--- src/rtl/fpu_pkg.sv ---
// fpu_pkg: scalar float types shared across the FPU.
// Holds the canonical NaN pattern and rounding-mode encoding.
package fpu_pkg;

  typedef logic [31:0] fpu_float_t;

  typedef enum logic [1:0] {
    FPU_RM_RNE = 2'd0,
    FPU_RM_RTZ = 2'd1,
    FPU_RM_RDN = 2'd2,
    FPU_RM_RUP = 2'd3
  } fpu_round_mode_t;

  localparam fpu_float_t FPU_FLOAT_NAN = 32'hFFFF_FFFF;

endpackage

--- src/rtl/fpu_unit_arbiter_pkg.sv ---
// fpu_unit_arbiter_pkg: types for the shared-unit arbiter.
// Opcode, FSM state, IEEE flag bundle and NaN helper.
package fpu_unit_arbiter_pkg;
  import fpu_pkg::*;

  typedef enum logic [2:0] {
    DIV  = 3'd0,
    SQRT = 3'd1,
    FMA  = 3'd2,
    REM  = 3'd3
  } fpu_arb_op_t;

  typedef enum logic [1:0] {
    IDLE    = 2'd0,
    ISSUE   = 2'd1,
    WAIT    = 2'd2,
    RESPOND = 2'd3
  } fpu_arb_state_t;

  typedef struct packed {
    logic nv;
    logic dz;
    logic of;
    logic uf;
    logic nx;
  } fpu_arb_flags_t;

  localparam fpu_arb_flags_t FPU_ARB_FLAGS_INVALID = 5'b10000;

  function automatic logic is_nan(fpu_float_t x);
    return x == FPU_FLOAT_NAN;
  endfunction

endpackage

--- src/rtl/fpu_rr_picker.sv ---
// fpu_rr_picker: round-robin first-one finder.
// Scans req upward from rr_ptr, wrapping modulo NUM_REQ.
module fpu_rr_picker #(
  parameter  int NUM_REQ = 4,
  localparam int IDXW    = $clog2(NUM_REQ)
) (
  input  logic [NUM_REQ-1:0] req,
  input  logic [IDXW-1:0]    rr_ptr,
  output logic [IDXW-1:0]    winner,
  output logic               any_valid
);

  function automatic logic [IDXW-1:0] wrap_idx(
    logic [IDXW-1:0] p,
    int              off
  );
    int s;
    s = int'(p) + off;
    if (s >= NUM_REQ) s = s - NUM_REQ;
    return IDXW'(s);
  endfunction

  assign any_valid = |req;

  // Nearest set bit at or after rr_ptr wins
  always_comb begin
    winner = '0;
    for (int i = NUM_REQ - 1; i >= 0; i--) begin
      if (req[wrap_idx(rr_ptr, i)]) winner = wrap_idx(rr_ptr, i);
    end
  end

endmodule

--- src/rtl/fpu_unit_arbiter.sv ---
// fpu_unit_arbiter: round-robin share of one iterative FPU unit.
// Optional watchdog on unit response: FPU_UNIT_ARBITER_TIMEOUT_EN.
module fpu_unit_arbiter
  import fpu_pkg::*;
  import fpu_unit_arbiter_pkg::*;
#(
  parameter int NUM_REQ        = 4,
  parameter int TIMEOUT_CYCLES = 64
) (
  input  logic                  clk,
  input  logic                  rst,
  input  logic [NUM_REQ-1:0]    req_valid,
  output logic [NUM_REQ-1:0]    req_ready,
  input  logic [NUM_REQ*3-1:0]  req_op,
  input  logic [NUM_REQ*32-1:0] req_a,
  input  logic [NUM_REQ*32-1:0] req_b,
  input  logic [NUM_REQ*2-1:0]  req_mode,
  output logic [NUM_REQ-1:0]    resp_valid,
  input  logic [NUM_REQ-1:0]    resp_ready,
  output logic [31:0]           resp_result,
  output logic [4:0]            resp_flags,
  output logic                  unit_req_valid,
  input  logic                  unit_req_ready,
  output logic [2:0]            unit_op,
  output logic [31:0]           unit_a,
  output logic [31:0]           unit_b,
  output logic [1:0]            unit_mode,
  input  logic                  unit_resp_valid,
  output logic                  unit_resp_ready,
  input  logic [31:0]           unit_result,
  input  logic [4:0]            unit_flags,
`ifdef FPU_UNIT_ARBITER_TIMEOUT_EN
  output logic                  timeout_err,
`endif
  output logic                  busy
);

  localparam int IDXW = $clog2(NUM_REQ);

  fpu_arb_state_t  state;
  logic [IDXW-1:0] rr_ptr;
  logic [IDXW-1:0] grant;
  logic [IDXW-1:0] winner;
  logic [IDXW-1:0] ptr_next;
  logic            any_valid;
  fpu_arb_op_t     op_q;
  fpu_float_t      a_q;
  fpu_float_t      b_q;
  fpu_round_mode_t mode_q;
  fpu_float_t      res_q;
  fpu_arb_flags_t  flags_q;
  fpu_float_t      win_a;
  fpu_float_t      win_b;
  logic [NUM_REQ-1:0] win_oh;
  logic [NUM_REQ-1:0] grant_oh;
  logic            drain;
  logic            timed_out;

  fpu_rr_picker #(
    .NUM_REQ(NUM_REQ)
  ) u_picker (
    .req      (req_valid),
    .rr_ptr   (rr_ptr),
    .winner   (winner),
    .any_valid(any_valid)
  );

  assign win_a = req_a[winner*32 +: 32];
  assign win_b = req_b[winner*32 +: 32];

  assign ptr_next = (grant == IDXW'(NUM_REQ - 1)) ? '0 : grant + 1'b1;

  // One-hot forms of the current winner and the held grant
  always_comb begin
    win_oh = '0;
    grant_oh = '0;
    win_oh[winner] = 1'b1;
    grant_oh[grant] = 1'b1;
  end

  assign req_ready = (state == IDLE && any_valid && !rst) ? win_oh : '0;
  assign resp_valid = (state == RESPOND) ? grant_oh : '0;
  assign resp_result = res_q;
  assign resp_flags = flags_q;
  assign unit_req_valid = (state == ISSUE);
  assign unit_resp_ready = (state == WAIT) || drain;
  assign unit_op = op_q;
  assign unit_a = a_q;
  assign unit_b = b_q;
  assign unit_mode = mode_q;
  assign busy = (state != IDLE);

  // Accept, issue, wait and respond; one operation in flight
  always_ff @(posedge clk) begin
    if (rst) begin
      state <= IDLE;
      rr_ptr <= '0;
      grant <= '0;
      op_q <= DIV;
      a_q <= '0;
      b_q <= '0;
      mode_q <= FPU_RM_RNE;
      res_q <= '0;
      flags_q <= '0;
    end else begin
      unique case (state)
        IDLE: begin
          if (any_valid) begin
            grant <= winner;
            op_q <= fpu_arb_op_t'(req_op[winner*3 +: 3]);
            a_q <= win_a;
            b_q <= win_b;
            mode_q <= fpu_round_mode_t'(req_mode[winner*2 +: 2]);
            if (is_nan(win_a) || is_nan(win_b)) begin
              res_q <= FPU_FLOAT_NAN;
              flags_q <= FPU_ARB_FLAGS_INVALID;
              state <= RESPOND;
            end else begin
              state <= ISSUE;
            end
          end
        end
        ISSUE: begin
          if (unit_req_ready) state <= WAIT;
        end
        WAIT: begin
          if (unit_resp_valid && !drain) begin
            res_q <= unit_result;
            flags_q <= fpu_arb_flags_t'(unit_flags);
            state <= RESPOND;
          end else if (timed_out) begin
            res_q <= FPU_FLOAT_NAN;
            flags_q <= FPU_ARB_FLAGS_INVALID;
            state <= RESPOND;
          end
        end
        RESPOND: begin
          if (resp_ready[grant]) begin
            rr_ptr <= ptr_next;
            state <= IDLE;
          end
        end
        default: state <= IDLE;
      endcase
    end
  end

`ifdef FPU_UNIT_ARBITER_TIMEOUT_EN
  localparam int CNT_W = $clog2(TIMEOUT_CYCLES) + 1;

  logic [CNT_W-1:0] wait_cnt;

  assign timed_out = (state == WAIT) && !unit_resp_valid &&
                     (wait_cnt == CNT_W'(TIMEOUT_CYCLES - 1));

  // Watchdog counter, sticky error and late-response drain
  always_ff @(posedge clk) begin
    if (rst) begin
      wait_cnt <= '0;
      timeout_err <= 1'b0;
      drain <= 1'b0;
    end else begin
      wait_cnt <= (state == WAIT) ? wait_cnt + 1'b1 : '0;
      if (timed_out) begin
        timeout_err <= 1'b1;
        drain <= 1'b1;
      end else if (drain && unit_resp_valid) begin
        drain <= 1'b0;
      end
    end
  end
`else
  assign drain = 1'b0;
  assign timed_out = 1'b0;
`endif

endmodule

--- config.mk ---
export PLATFORM = sky130hd
export DESIGN_NAME = fpu_unit_arbiter
export DESIGN_NICKNAME = d
export VERILOG_FILES = /design/src/rtl/fpu_pkg.sv /design/src/rtl/fpu_unit_arbiter_pkg.sv /design/src/rtl/fpu_rr_picker.sv /design/src/rtl/fpu_unit_arbiter.sv
export SDC_FILE = /design/constraint.sdc
export NUM_CORES = 1
export LEC_CHECK = 0
export CORE_AREA = 2 2 172 174
export DETAILED_ROUTE_END_ITERATION = 10
export DIE_AREA = 0 0 174 176
export PLACE_DENSITY = 0.76
export SETUP_SLACK_MARGIN = 0.5
export SLEW_MARGIN = 20
export SYNTH_ARGS = -nofsm -noshare
export SYNTH_HDL_FRONTEND = slang
export SYNTH_SLANG_ARGS = --single-unit
--- constraint.sdc ---
create_clock -name clk -period 3.7 [get_ports clk]
set_clock_uncertainty 0.1 [all_clocks]
set_input_delay 0.925 -clock clk [delete_from_list [all_inputs] [get_ports clk]]
set_output_delay 0.925 -clock clk [all_outputs]
set_load 0.02 [all_outputs]
# ---- After elaboration in Yosys (flattened, before gate mapping)
# Index checks and enable logic that the tools add are counted.
dict set report classes {
  n_addsub 8
  n_eq_ne 11
  muxes 39
  n_mul 1
  n_lt_le_gt_ge 12
  shifts 4
  reduce_logical 14
}
# operator count
set op_table {}
lappend op_table {{128-bit by 8-bit indexed part select with 32-bit output} 2}
lappend op_table {{32-bit two-way mux} 3}
lappend op_table {{32-bit == test, second input constant} 2}
lappend op_table {{32-bit case mux with 2 select lines} 1}
lappend op_table {{2-bit two-way mux} 14}
lappend op_table {{2-bit by 3-bit < comparator with 1-bit output, second input constant} 6}
lappend op_table {{5-bit two-way mux} 3}
lappend op_table {{12-bit by 5-bit indexed part select with 3-bit output} 1}
lappend op_table {{1-bit binary-select mux with 2-bit select} 5}
lappend op_table {{5-bit case mux with 2 select lines} 1}
lappend op_table {{3-bit greater-or-equal comparator, second input constant} 3}
lappend op_table {{4-bit two-way mux} 2}
lappend op_table {{2-bit case mux with 4 select lines} 1}
lappend op_table {{4-bit AND reduction} 2}
lappend op_table {{8-bit by 4-bit indexed part select with 2-bit output} 1}
lappend op_table {{2-bit by 1-bit subtractor with 2-bit output, second input constant} 4}
lappend op_table {{1-bit two-way mux} 7}
lappend op_table {{2-bit by 2-bit adder with 3-bit output, second input constant} 2}
lappend op_table {{2-bit == test, second input constant} 3}
lappend op_table {{2-bit by 1-bit != test with 1-bit output, second input constant} 3}
lappend op_table {{1-bit demux with 2-bit select} 2}
lappend op_table {{2-bit by 1-bit greater-or-equal comparator with 1-bit output, second input constant} 2}
lappend op_table {{1-bit logical AND} 4}
lappend op_table {{2-bit by 2-bit multiplier with 4-bit output, second input constant} 1}
lappend op_table {{11 further kinds} 14}
dict set report word_totals {
  inputBits 325
  elab_cells 102
  regBits 112
  out_inout_bits 117
}

# ---- Depth between registers and ports, before layout
# Gate-level depths: netlist (run 1).
dict set report logic_depth {
  ltp_word 15
  ltp_mapped 14
  depth_no_buf 9
}

# ---- Modules after synthesis
# Synthesis (run 1) repeated with hierarchy kept, for this count alone.
dict set report hier_totals {
  cells_unflattened 646
  hier_area_um2 6478.7
}
# mod instances seq_area_each_um2 area_each_um2 cells_each
set modules_own_cells {}
lappend modules_own_cells {fpu_unit_arbiter 1 2242.2 6407.4 635}
lappend modules_own_cells {fpu_rr_picker 1 0.0 71.3 11}

# ---- Worst setup path before layout (run 1)
# Ideal clock, no wire load.
dict set report synth_timing {
  path_kind {input to output}
  start {input port req_valid[2]}
  end {output port req_ready[1]}
  required_time_ns 2.675
  path_stages 9
  t_arrival_ns 3.148
  n_path_buf 5
  path_slack_ns -0.473
  cell_sequence {nor2b_1 -> or4b_1 -> buf_2 -> buf_6 -> buf_6 -> clkbuf_1 -> and2_1 -> clkbuf_1 -> nor4_1}
}
dict set report synth_via {
  elab_chain_cells 11
  word_cells_on_any_way 21
  cone_classes {2 x order compare; 15 x mux; 4 x reduce/logical}
}
# item line_no
set synth_rtl {}
lappend synth_rtl {{from (decl)} fpu_unit_arbiter.sv:12} ;# input logic [NUM_REQ-1:0] req_valid,
lappend synth_rtl {{1-bit binary-select mux with 2-bit select} fpu_rr_picker.sv:29} ;# if (req[wrap_idx(rr_ptr, i)]) winner = wrap_idx(rr_ptr, i);
lappend synth_rtl {{1-bit two-way mux (not written as such)} fpu_rr_picker.sv:29}
lappend synth_rtl {{2-bit two-way mux (4 in a row)} fpu_rr_picker.sv:29}
lappend synth_rtl {{2-bit by 3-bit < comparator with 1-bit output (not written as such) / 2-bit by 1-bit greater-or-equal comparator with 1-bit output (equally long branches)} fpu_unit_arbiter.sv:77} ;# win_oh[winner] = 1'b1;
lappend synth_rtl {{1-bit logical AND (not written as such)} fpu_unit_arbiter.sv:77}
lappend synth_rtl {{1-bit two-way mux (not written as such)} fpu_unit_arbiter.sv:77}
lappend synth_rtl {{1-bit demux with 2-bit select} fpu_unit_arbiter.sv:77}
lappend synth_rtl {{4-bit two-way mux *} fpu_unit_arbiter.sv:81} ;# assign req_ready = (state == IDLE && any_valid && !rst) ? win_oh : '0;
lappend synth_rtl {{to (decl)} fpu_unit_arbiter.sv:13} ;# output logic [NUM_REQ-1:0] req_ready,
# Mark *: on every way between the ends. The rest lies on a longest branch, timed or not. The select of a mux whose other input is x is not followed.

# ---- Worst setup path after layout (run 1)
dict set report layout_timing {
  start {input port req_valid[0]}
  end {register res_q[2] (netlist: resp_result[2])}
}
dict set report layout_via {
  elab_chain_cells 11
  word_cells_on_any_way 21
  cone_classes {4 x eq/ne; 2 x shift; 12 x mux; 3 x reduce/logical}
}
# item line_no
set layout_rtl {}
lappend layout_rtl {{1-bit binary-select mux with 2-bit select} fpu_rr_picker.sv:29}
lappend layout_rtl {{1-bit two-way mux (not written as such)} fpu_rr_picker.sv:29}
lappend layout_rtl {{2-bit two-way mux (4 in a row)} fpu_rr_picker.sv:29}
lappend layout_rtl {{128-bit by 8-bit indexed part select with 32-bit output (on tied branches)} {fpu_unit_arbiter.sv:68, fpu_unit_arbiter.sv:69}}
lappend layout_rtl {{32-bit == test} fpu_unit_arbiter_pkg.sv:31} ;# return x == FPU_FLOAT_NAN;
lappend layout_rtl {{1-bit logical OR} fpu_unit_arbiter.sv:114} ;# if (is_nan(win_a) || is_nan(win_b)) begin
lappend layout_rtl {{2-bit by 1-bit != test with 1-bit output (no line)} -}
lappend layout_rtl {{4-bit AND reduction (no line) *} -}
lappend layout_rtl {{to (signal assigned)} fpu_unit_arbiter.sv:128} ;# res_q <= unit_result;
lappend layout_rtl {{to (decl)} fpu_unit_arbiter.sv:50} ;# fpu_float_t res_q;
# Marked as above.
# A chain may end at the register's enable or synchronous reset.

==> results of run 1 <==
==> kinds of logic after synthesis <==
family	share of synthesized area (%)
and+or+nand+nor	32.7
AOI/OAI and AO/OA	30.0
buffers and inverters	8.13
DFF	24.8
muxes	3.02
adders and majority gates	1.25
==> power by group through the flow <==
stage	sequential [W]	combinational, W	clock (W)
final	0.00180	0.00445	0.00102
after global routing	0.00184	0.00470	0.00109
after CTS	0.00179	0.00436	0.00105
after detailed placement	0.00181	0.00419	0
after global placement	0.00181	0.00415	0
after floorplan	0.00215	0.00175	0
==> cell type report <==
cell class	instances	area, um^2
Antenna cell	6	15.0
Clock buffer	13	260
Clock inverter	3	47.5
Fill cell	2601	12300
Inverter	8	30.0
Multi-Input combinational cell	922	6580
Sequential cell	112	2250
Tap cell	384	480
Timing Repair Buffer	651	6630
==> what timing repair did <==
action / CTS / global route
resized for setup: 92 / 25
endpoints found under the setup margin: 109 / 42
buffers inserted: 18 / 7
gates cloned: 9 / 1
pin swaps: 19 / 13
==> how the worst min path moves through the flow <==
stage	end	depth (start not counted)	from	slack, ns
CTS	unit_mode[1]$_SDFFE_PP0P_	2	unit_mode[1]$_SDFFE_PP0P_	0.35
floorplan	state[1]$_SDFFE_PP0P_	2	state[1]$_SDFFE_PP0P_	0.36
finish	unit_mode[1]$_SDFFE_PP0P_	2	unit_mode[1]$_SDFFE_PP0P_	0.35
detailed placement	unit_mode[0]$_SDFFE_PP0P_	2	unit_mode[0]$_SDFFE_PP0P_	0.35
global placement	unit_op[1]$_SDFFE_PP0P_	2	unit_op[1]$_SDFFE_PP0P_	0.34
global route	unit_mode[1]$_SDFFE_PP0P_	2	unit_mode[1]$_SDFFE_PP0P_	0.37
==> metrics by stage <==
stage	cells	hold slack [ns]	setup WS, ns	utilization, %
floorplan	1196	0.365	-0.0255	-
global placement	2042	0.343	-1.06	52.7
detailed placement	2042	0.346	-1.10	52.7
CTS	2085	0.355	-0.240	56.3
global route	2099	0.373	-0.312	57.1
finish	2099	0.353	-0.249	57.1
==> sequential cells by signal, summed over array words and instances (netlist names) <==
| signal | cells |
|---|---|
| unit_a | 32 |
| unit_mode | 2 |
| resp_flags | 5 |
| rr_ptr | 2 |
| resp_result | 32 |
| state | 2 |
| grant | 2 |
| unit_op | 3 |
| unit_b | 32 |
==> cell usage in the layout (no fill, tap or decap), types with 32 or more instances in the layout <==
master,count
clkdlybuf4s50_1,432
nand2_1,179
buf_4,160
dfxtp_1,111
nand3_1,100
nor4_1,65
nor3b_1,64
and3_1,49
a21oi_1,47
a221oi_1,39
a21o_1,33
o22a_1,33
nand4_1,32
==> metal layers <==
| layer | routed length (um) | global-route usage (%) | part of all wire, % | vias up |
|---|---|---|---|---|
| met2 | 22300 | 49.7 | 46 | 823 |
| met1 | 19000 | 38.1 | 39 | 5932 |
| li1 | - | - | - | 5604 |
| met4 | 2920 | 15.3 | 6.0 | 0 |
| met3 | 4450 | 6.24 | 9.1 | 168 |
| met5 | 0 | 0 | 0 | - |
==> worst min-delay path, cell delays in order (launching register included) <==
cell	delay [ns]
dfxtp_1	0.31
nand2_1	0.05
a21oi_1	0.05
==> summary.txt, run 1 <==
Critical path
  • CP Cell Sequence: buf_8 > nor2b_4 > or4b_4 > buf_12 > buf_4 > a21bo_2 > a32oi_1 > buf_4 > nand4_1 > nor4_2 > a22o_2 > a41oi_4 > buf_6 > buf_16 > o22a_1
  • Required @ worst endpoint: 3.84 ns
  • CP peak stage delay: 0.65 ns
  • Reg-to-reg endpoint: resp_result[2]$_SDFFE_PP0P_
  • Worst setup SP type: input pin
  • Critical path type: in2reg
  • Data arrival time of the worst path: 4.09 ns
  • Worst R2R Path Depth: 14
  • Flop-to-flop setup slack: 0.04 ns
  • CP Launch Point: req_valid[0]
  • Worst setup endpoint: resp_result[2]$_SDFFE_PP0P_
  • Worst Setup End Kind: flip-flop
  • CP bufs+invs: 6
  • CP max-delay cell: or4b_4
  • Crit. path cell count: 15
  • CP Max Fanout: 12
  • Reg2reg start: rr_ptr[1]$_SDFFE_PP0P_
  • Most frequent cell on the critical path: buf_4
  • Top Family by Delay on Critical Path: simple AND/OR/NAND/NOR gates

Timing
  • Final worst path period need: 3.95 ns
  • Max-slew headroom: 41.4%
  • FMAX: 253 MHz
  • Fin. Hold Viols: 0
  • Final setup viols: 40
  • Final setup TNS: -8.04 ns
  • RSZ-0062 raised after global routing: yes
  • Slew @ Worst Pin: 0.879 ns
  • Final Cycle Share: 107%
  • Final setup margin: -0.249 ns
  • Final max-slew violation count: 0

Clocking
  • Clock sink count: 112
  • Worst-path clk slew: 0.07 ns
  • Num CTS Buffers: 9
  • Clock Latency Late Sink: 0.35 ns
  • CTS Buffer Depth: 2
  • CTS tree: yes
  • CTS Hold Bufs: 0
  • H-tree depth: 3
  • Root Buffer Master: clkbuf_16

Die
  • Initial core utilization: 31.6%
  • Die area: 0.0306 mm^2
  • I/O pins: 442
  • Chip Height: 176 um
  • Die X: 174 um
  • Core Area: 0.0285 mm^2
  • Row cnt: 62

Place
  • RD Place Congestion: 1.09
  • Placed inst area: 0.0151 mm^2
  • Dpl hpwl: 36700 um
  • I/O Buffers: 441

GRT
  • Largest net degree at the start of global routing: 78
  • Global-route wire length before repair: 72100 um
  • GRT Overall Usage: 30.4%
  • GRT overflow: 0
  • Antenna violations before repair: 6
  • Vias in the first global route: 11900

Synthesis
  • Cell taking the most area after synthesis: dfxtp_1
  • Synth Net Count: 1530
  • Sequential-to-total area share from yosys stat: 24.8%
  • Count leader, synth: nand2_1
  • Ranking of synthesized cells by area: dfxtp_1 (25%), nand2_1 (7.5%), nand3_1 (5.7%), nor3b_1 (5.3%), nor4_1 (5.1%)
  • Synthesis-stage register bit count: 112
  • Post-synthesis async set-or-reset flop share: 0%
  • Post-synth top area share: 24.8%
  • Syn Inst Count: 1196
  • Synth warn: 0
  • Mapped Avg Cell Area: 7.55 um^2
  • Distinct cell type count after synthesis: 47
  • Post-synth top flop: dfxtp_1
  • Synth Cell Area: 0.00903 mm^2
  • EDFF count, synth: 0
  • Most common library cells after synthesis: nand2_1 (181), clkbuf_1 (113), dfxtp_1 (112)

Pwr
  • Power Total: 0.00727 W
  • Sequential fraction of design power: 24.7%
  • Internal power consumption: 0.00425 W
  • P_sw: 0.00302 W
  • Switching share of power: 41.6%
  • Combinational power share: 61.2%
  • Worst VDD drop: 0.334 mV
  • Leak Pwr: 6.44 nW
  • Clk pwr share: 14.1%
  • Pwr dens: 446 mW/mm^2

Drt
  • Vias/cell: 5.97
  • DR vias: 12500
  • Post-Route WL: 48700 um
  • Routed wire length per instance: 23.2 um
  • First-pass iteration count of the detailed router: 7
  • Drt drc: 0
  • ANT nets after route: 0
  • Number of DRC markers in iteration 0: 1408

Cells and area
  • Layout area overhead: 80.4%
  • Share of layout cells above drive strength 1: 19.4%
  • Layout net count: 2038
  • Final instance area: 0.0163 mm^2

Worst hold path
  • Worst hold path class: reg2reg

Status
  • Status: finished, violations left
  • Failing checks: negative setup slack

Flow run
  • # Max-Cap Violations: 0
(Power assumes the default switching activity.)
==> run 2: changes to the inputs <==
--- a/config.mk
+++ b/config.mk
@@ -6,6 +6,7 @@
 export NUM_CORES = 1
 export LEC_CHECK = 0
 export CORE_AREA = 2 2 172 174
+export CTS_BUF_LIST = sky130_fd_sc_hd__clkbuf_4 sky130_fd_sc_hd__clkbuf_8
 export DETAILED_ROUTE_END_ITERATION = 10
 export DIE_AREA = 0 0 174 176
 export PLACE_DENSITY = 0.76
==> summary.txt, run 2 (same netlist as run 1, synthesis figures left out) <==
Status
  • Status: finished, violations left
  • Failing checks: negative setup slack

Timing
  • Final max-slew violation count: 0
  • FMAX: 255 MHz
  • Final worst path period need: 3.92 ns
  • Max-slew headroom: 42.3%
  • Hold Slack: 0.356 ns
  • RSZ-0062 raised after global routing: yes
  • Final setup margin: -0.219 ns
  • Slew @ Worst Pin: 0.865 ns
  • Fin. Hold Viols: 0
  • Final setup viols: 38
  • Final Cycle Share: 106%

Clocking
  • CTS Buffer Depth: 2
  • Clock sink count: 112
  • H-tree depth: 3
  • Worst-path clk slew: 0.11 ns
  • Num CTS Buffers: 9
  • CTS tree: yes
  • Clock Latency Late Sink: 0.39 ns
  • Root Buffer Master: clkbuf_8

Pwr
  • Pwr dens: 436 mW/mm^2
  • Worst VDD drop: 0.348 mV
  • Leak Pwr: 6.41 nW

Cells and area
  • Layout area overhead: 79.2%
  • Post-route insts no fill: 2099
  • Most frequent cells in the layout: clkdlybuf4s50_1 (432), nand2_1 (179), buf_4 (163), dfxtp_1 (111), nand3_1 (102)
  • Utilization after layout: 56.7%
  • Commonest non-fill, non-tap cell in the layout: clkdlybuf4s50_1
  • Share of layout cells above drive strength 1: 19.3%
  • Layout net count: 2037

Place
  • Dpl hpwl: 36700 um
  • I/O Buffers: 441
  • RD Place Congestion: 1.09
  • DP Cell Count: 2042

Drt
  • Routed wire length per instance: 23.3 um
  • First-pass iteration count of the detailed router: 6
  • Number of DRC markers in iteration 0: 1463
  • Vias/cell: 5.93
  • Post-Route WL: 48800 um
  • ANT nets after route: 0
  • Drt drc: 0
  • DR vias: 12500

Die
  • Initial core utilization: 31.6%
  • Die area: 0.0306 mm^2
  • Chip Height: 176 um
  • Row cnt: 62
  • Die X: 174 um
  • I/O pins: 442
  • Core Area: 0.0285 mm^2

GRT
  • GRT overflow: 0
  • Vias in the first global route: 12000
  • GRT Overall Usage: 30.7%
  • Antenna violations before repair: 5
  • Global-route wire length before repair: 72600 um
  • Largest net degree at the start of global routing: 78

Critical path
  • CP Launch Point: req_valid[0]
  • Required @ worst endpoint: 3.89 ns
  • Critical path type: in2reg
  • Worst R2R Path Depth: 14
  • Flop-to-flop setup slack: 0.02 ns
  • Reg-to-reg endpoint: resp_result[2]$_SDFFE_PP0P_
  • Worst Setup End Kind: flip-flop
  • Worst setup endpoint: resp_result[2]$_SDFFE_PP0P_
  • Reg2reg start: rr_ptr[1]$_SDFFE_PP0P_
  • Data arrival time of the worst path: 4.10 ns
  • Worst setup SP type: input pin
  • CP Max Fanout: 9

Worst hold path
  • Worst hold path class: reg2reg

Flow run
  • # Max-Cap Violations: 0
==> run 2: changes by cell type in the layout (fill, tap and decap cells not counted), moves of 3 or more <==
cell / previous run / this run
buf_4: 160 / 163
buf_6: 17 / 14
clkbuf_16: 10 / 0
clkbuf_8: 2 / 11
==> run 2: worst min path at each step <==
stage,cells past startpoint,start,endpoint,slack [ns]
finish,2,unit_mode[1]$_SDFFE_PP0P_,unit_mode[1]$_SDFFE_PP0P_,0.36
global route,2,unit_mode[1]$_SDFFE_PP0P_,unit_mode[1]$_SDFFE_PP0P_,0.38
CTS,2,unit_mode[1]$_SDFFE_PP0P_,unit_mode[1]$_SDFFE_PP0P_,0.36
detailed placement,2,unit_mode[0]$_SDFFE_PP0P_,unit_mode[0]$_SDFFE_PP0P_,0.35
global placement,2,unit_op[1]$_SDFFE_PP0P_,unit_op[1]$_SDFFE_PP0P_,0.34
floorplan,2,state[1]$_SDFFE_PP0P_,state[1]$_SDFFE_PP0P_,0.36
==> run 2: metal layers <==
metal | wire length [um] | vias up | GRT usage, % | part of all wire [%]
li1 | - | 5604 | - | -
met1 | 19400 | 5935 | 39.0 | 40
met2 | 22400 | 758 | 49.7 | 46
met3 | 4270 | 157 | 6.57 | 8.7
met4 | 2760 | 0 | 14.8 | 5.7
met5 | 0 | - | 0 | 0
==> run 2: metrics by stage <==
stage	total power [W]	TNS [ns]	cell area, um^2	setup WS [ns]
floorplan	0.00390	-0.765	9410	-0.0255
global placement	0.00596	-45.89	15100	-1.06
detailed placement	0.00601	-47.13	15100	-1.10
CTS	0.00702	-6.16	16100	-0.189
global route	0.00741	-8.67	16200	-0.278
finish	0.00706	-6.56	16200	-0.219
==> run 2: critical path: stages <==
cell and delay, ns:
buf_8 0.10, nor2b_4 0.12, or4b_4 0.65, buf_16 0.19
buf_12 0.14, a21bo_4 0.22, a32oi_4 0.32, nand4_1 0.16
nor4_2 0.31, a22o_2 0.23, a41oi_4 0.18, buf_12 0.20
buf_16 0.13, o22a_1 0.21
==> run 2: what timing repair did <==
item	in CTS	in global routing
pin swaps	26	10
buffers inserted	21	1
endpoints found under the setup margin	104	44
resized for setup	92	14
hold buffers	0	0
endpoints found under the hold margin	0	0
gates cloned	12	0
==> run 2: cell type report <==
class / count / area (um^2)
Clock inverter: 3 / 47.5
Sequential cell: 112 / 2250
Inverter: 8 / 30.0
Multi-Input combinational cell: 922 / 6550
Fill cell: 2604 / 12400
Antenna cell: 7 / 17.5
Tap cell: 384 / 480
Clock buffer: 13 / 166
Timing Repair Buffer: 650 / 6640
==> run 2: power breakdown <==
group	internal (W)	switching, W	total, W
Combinational	0.00213	0.00233	0.00446
Clock	0.000372	0.000427	0.000798
Sequential	0.00155	0.000244	0.00180
Total	0.00406	0.00300	0.00706
==> run 3: changes to the inputs <==
--- a/config.mk
+++ b/config.mk
@@ -15,3 +15,4 @@
 export SYNTH_ARGS = -nofsm -noshare
 export SYNTH_HDL_FRONTEND = slang
 export SYNTH_SLANG_ARGS = --single-unit
+export TNS_END_PERCENT = 1
==> summary.txt, run 3 (same netlist as run 1, synthesis figures left out) <==
Timing
  • Final setup margin: -0.240 ns
  • Final setup viols: 40
  • Final Cycle Share: 106%
  • Slew @ Worst Pin: 0.687 ns
  • Final max-slew violation count: 0
  • Max-slew headroom: 54.2%
  • FMAX: 254 MHz
  • Fin. Hold Viols: 0
  • RSZ-0062 raised after global routing: yes
  • Final worst path period need: 3.94 ns

Cells and area
  • Most frequent cells in the layout: clkdlybuf4s50_1 (432), nand2_1 (180), buf_4 (164), dfxtp_1 (111), nand3_1 (102)
  • Layout area overhead: 74.8%
  • Share of layout cells above drive strength 1: 18.5%
  • Layout net count: 2023
  • Final instance area: 0.0158 mm^2
  • Utilization after layout: 55.3%
  • Post-route insts no fill: 2083
  • Commonest non-fill, non-tap cell in the layout: clkdlybuf4s50_1

Critical path
  • Worst Setup End Kind: flip-flop
  • CP peak stage delay: 0.64 ns
  • CP max-delay cell: or4b_4
  • Required @ worst endpoint: 3.93 ns
  • CP Cell Sequence: buf_2 > nor2b_4 > or4b_4 > buf_4 > clkbuf_16 > a21bo_2 > a32oi_2 > buf_4 > nand4_1 > nor4_2 > a22oi_2 > nor4_4 > buf_6 > clkbuf_16 > o22a_1
  • Data arrival time of the worst path: 4.17 ns
  • Worst setup SP type: input pin
  • CP Max Fanout: 10
  • Critical path type: in2reg

Place
  • RD Place Congestion: 1.02
  • Placed inst area: 0.0149 mm^2
  • Dpl hpwl: 35700 um
  • DP Cell Count: 2032
  • I/O Buffers: 441
  • Place WS: -1.05 ns

Pwr
  • Sequential fraction of design power: 25.9%
  • Pwr dens: 437 mW/mm^2
  • Leak Pwr: 6.21 nW
  • Worst VDD drop: 0.500 mV
  • Combinational power share: 62.8%
  • Internal power consumption: 0.00394 W
  • Switching share of power: 42.8%
  • Power Total: 0.00690 W
  • P_sw: 0.00296 W
  • Clk pwr share: 11.3%

Drt
  • Top sig layer: met4
  • M1 wire length: 19300 um
  • DR vias: 12500
  • ANT nets after route: 0
  • WL met3: 4110 um
  • Met2 WL: 22300 um
  • Routed wire length per instance: 23.3 um
  • Number of DRC markers in iteration 0: 1278
  • Post-Route WL: 48600 um
  • First-pass iteration count of the detailed router: 6
  • Vias/cell: 5.98
  • Drt drc: 0

Die
  • I/O pins: 442
  • Core Area: 0.0285 mm^2
  • Chip Height: 176 um
  • Die X: 174 um
  • Die area: 0.0306 mm^2
  • Initial core utilization: 31.6%
  • Row cnt: 62

Clocking
  • CTS Buffer Depth: 2
  • H-tree depth: 3
  • Clock Latency Late Sink: 0.39 ns
  • CTS tree: yes
  • CTS Hold Bufs: 0
  • Root Buffer Master: clkbuf_8
  • Num CTS Buffers: 9
  • Clock sink count: 112
  • Worst-path clk slew: 0.09 ns

GRT
  • Global-route wire length before repair: 68400 um
  • GRT overflow: 0
  • Vias in the first global route: 11500
  • GRT Overall Usage: 28.8%
  • Antenna violations before repair: 4
  • Largest net degree at the start of global routing: 100

Flow run
  • # Max-Cap Violations: 0

Status
  • Status: finished, violations left
  • Failing checks: negative setup slack

Worst hold path
  • Worst hold path class: reg2reg
## run 3: area by class of cell
cell class / count / area (um^2)
Antenna cell: 5 / 12.5
Clock buffer: 12 / 146
Clock inverter: 4 / 55.1
Fill cell: 2594 / 12800
Inverter: 8 / 30.0
Multi-Input combinational cell: 922 / 6470
Sequential cell: 112 / 2250
Tap cell: 384 / 480
Timing Repair Buffer: 636 / 6340
## run 3: timing repair
action / CTS / global route
setup buffers: 3 / 15
resized for setup: 41 / 55
endpoints found under the setup margin: 76 / 55
pin swaps: 9 / 34
gates cloned: 2 / 10
## run 3: final timing paths
kind                            from                          end  slack (ns)  depth (start not counted)
min          unit_b[21]$_SDFFE_PP0P_      unit_b[21]$_SDFFE_PP0P_        0.36                          2
min reg2reg  unit_b[21]$_SDFFE_PP0P_      unit_b[21]$_SDFFE_PP0P_        0.36                          2
max reg2reg   rr_ptr[0]$_SDFFE_PP0P_  resp_result[0]$_SDFFE_PP0P_       -0.06                         15
max                     req_valid[2]  resp_result[0]$_SDFFE_PP0P_       -0.24                         15
## run 3: worst max-delay path: cells and delay by family
kind | cells | cell delay (ns)
and+or+nand+nor | 5 | 1.50
buffers and inverters | 6 | 0.98
AOI/OAI and AO/OA | 4 | 0.77
## run 3: power groups by stage
stage	sequential, W	combinational [W]	clock, W
after floorplan	0.00215	0.00171	0
after global placement	0.00180	0.00410	0
after detailed placement	0.00181	0.00414	0
after CTS	0.00178	0.00421	0.000795
after global routing	0.00183	0.00457	0.000834
final	0.00179	0.00433	0.000780
## run 3: metal layers
| metal | track usage [%] | vias up |
|---|---|---|
| li1 | - | 5576 |
| met1 | 35.9 | 5925 |
| met2 | 48.3 | 770 |
| met3 | 5.23 | 189 |
| met4 | 13.6 | 0 |
| met5 | 0 | - |
## run 3: per-stage QoR
stage	hold WS (ns)	setup TNS [ns]
5_1_grt	0.378	-10.02
2_1_floorplan	0.346	-1.19
3_5_place_dp	0.346	-42.93
4_1_cts	0.362	-10.01
3_3_place_gp	0.343	-41.12
6_report	0.360	-7.64
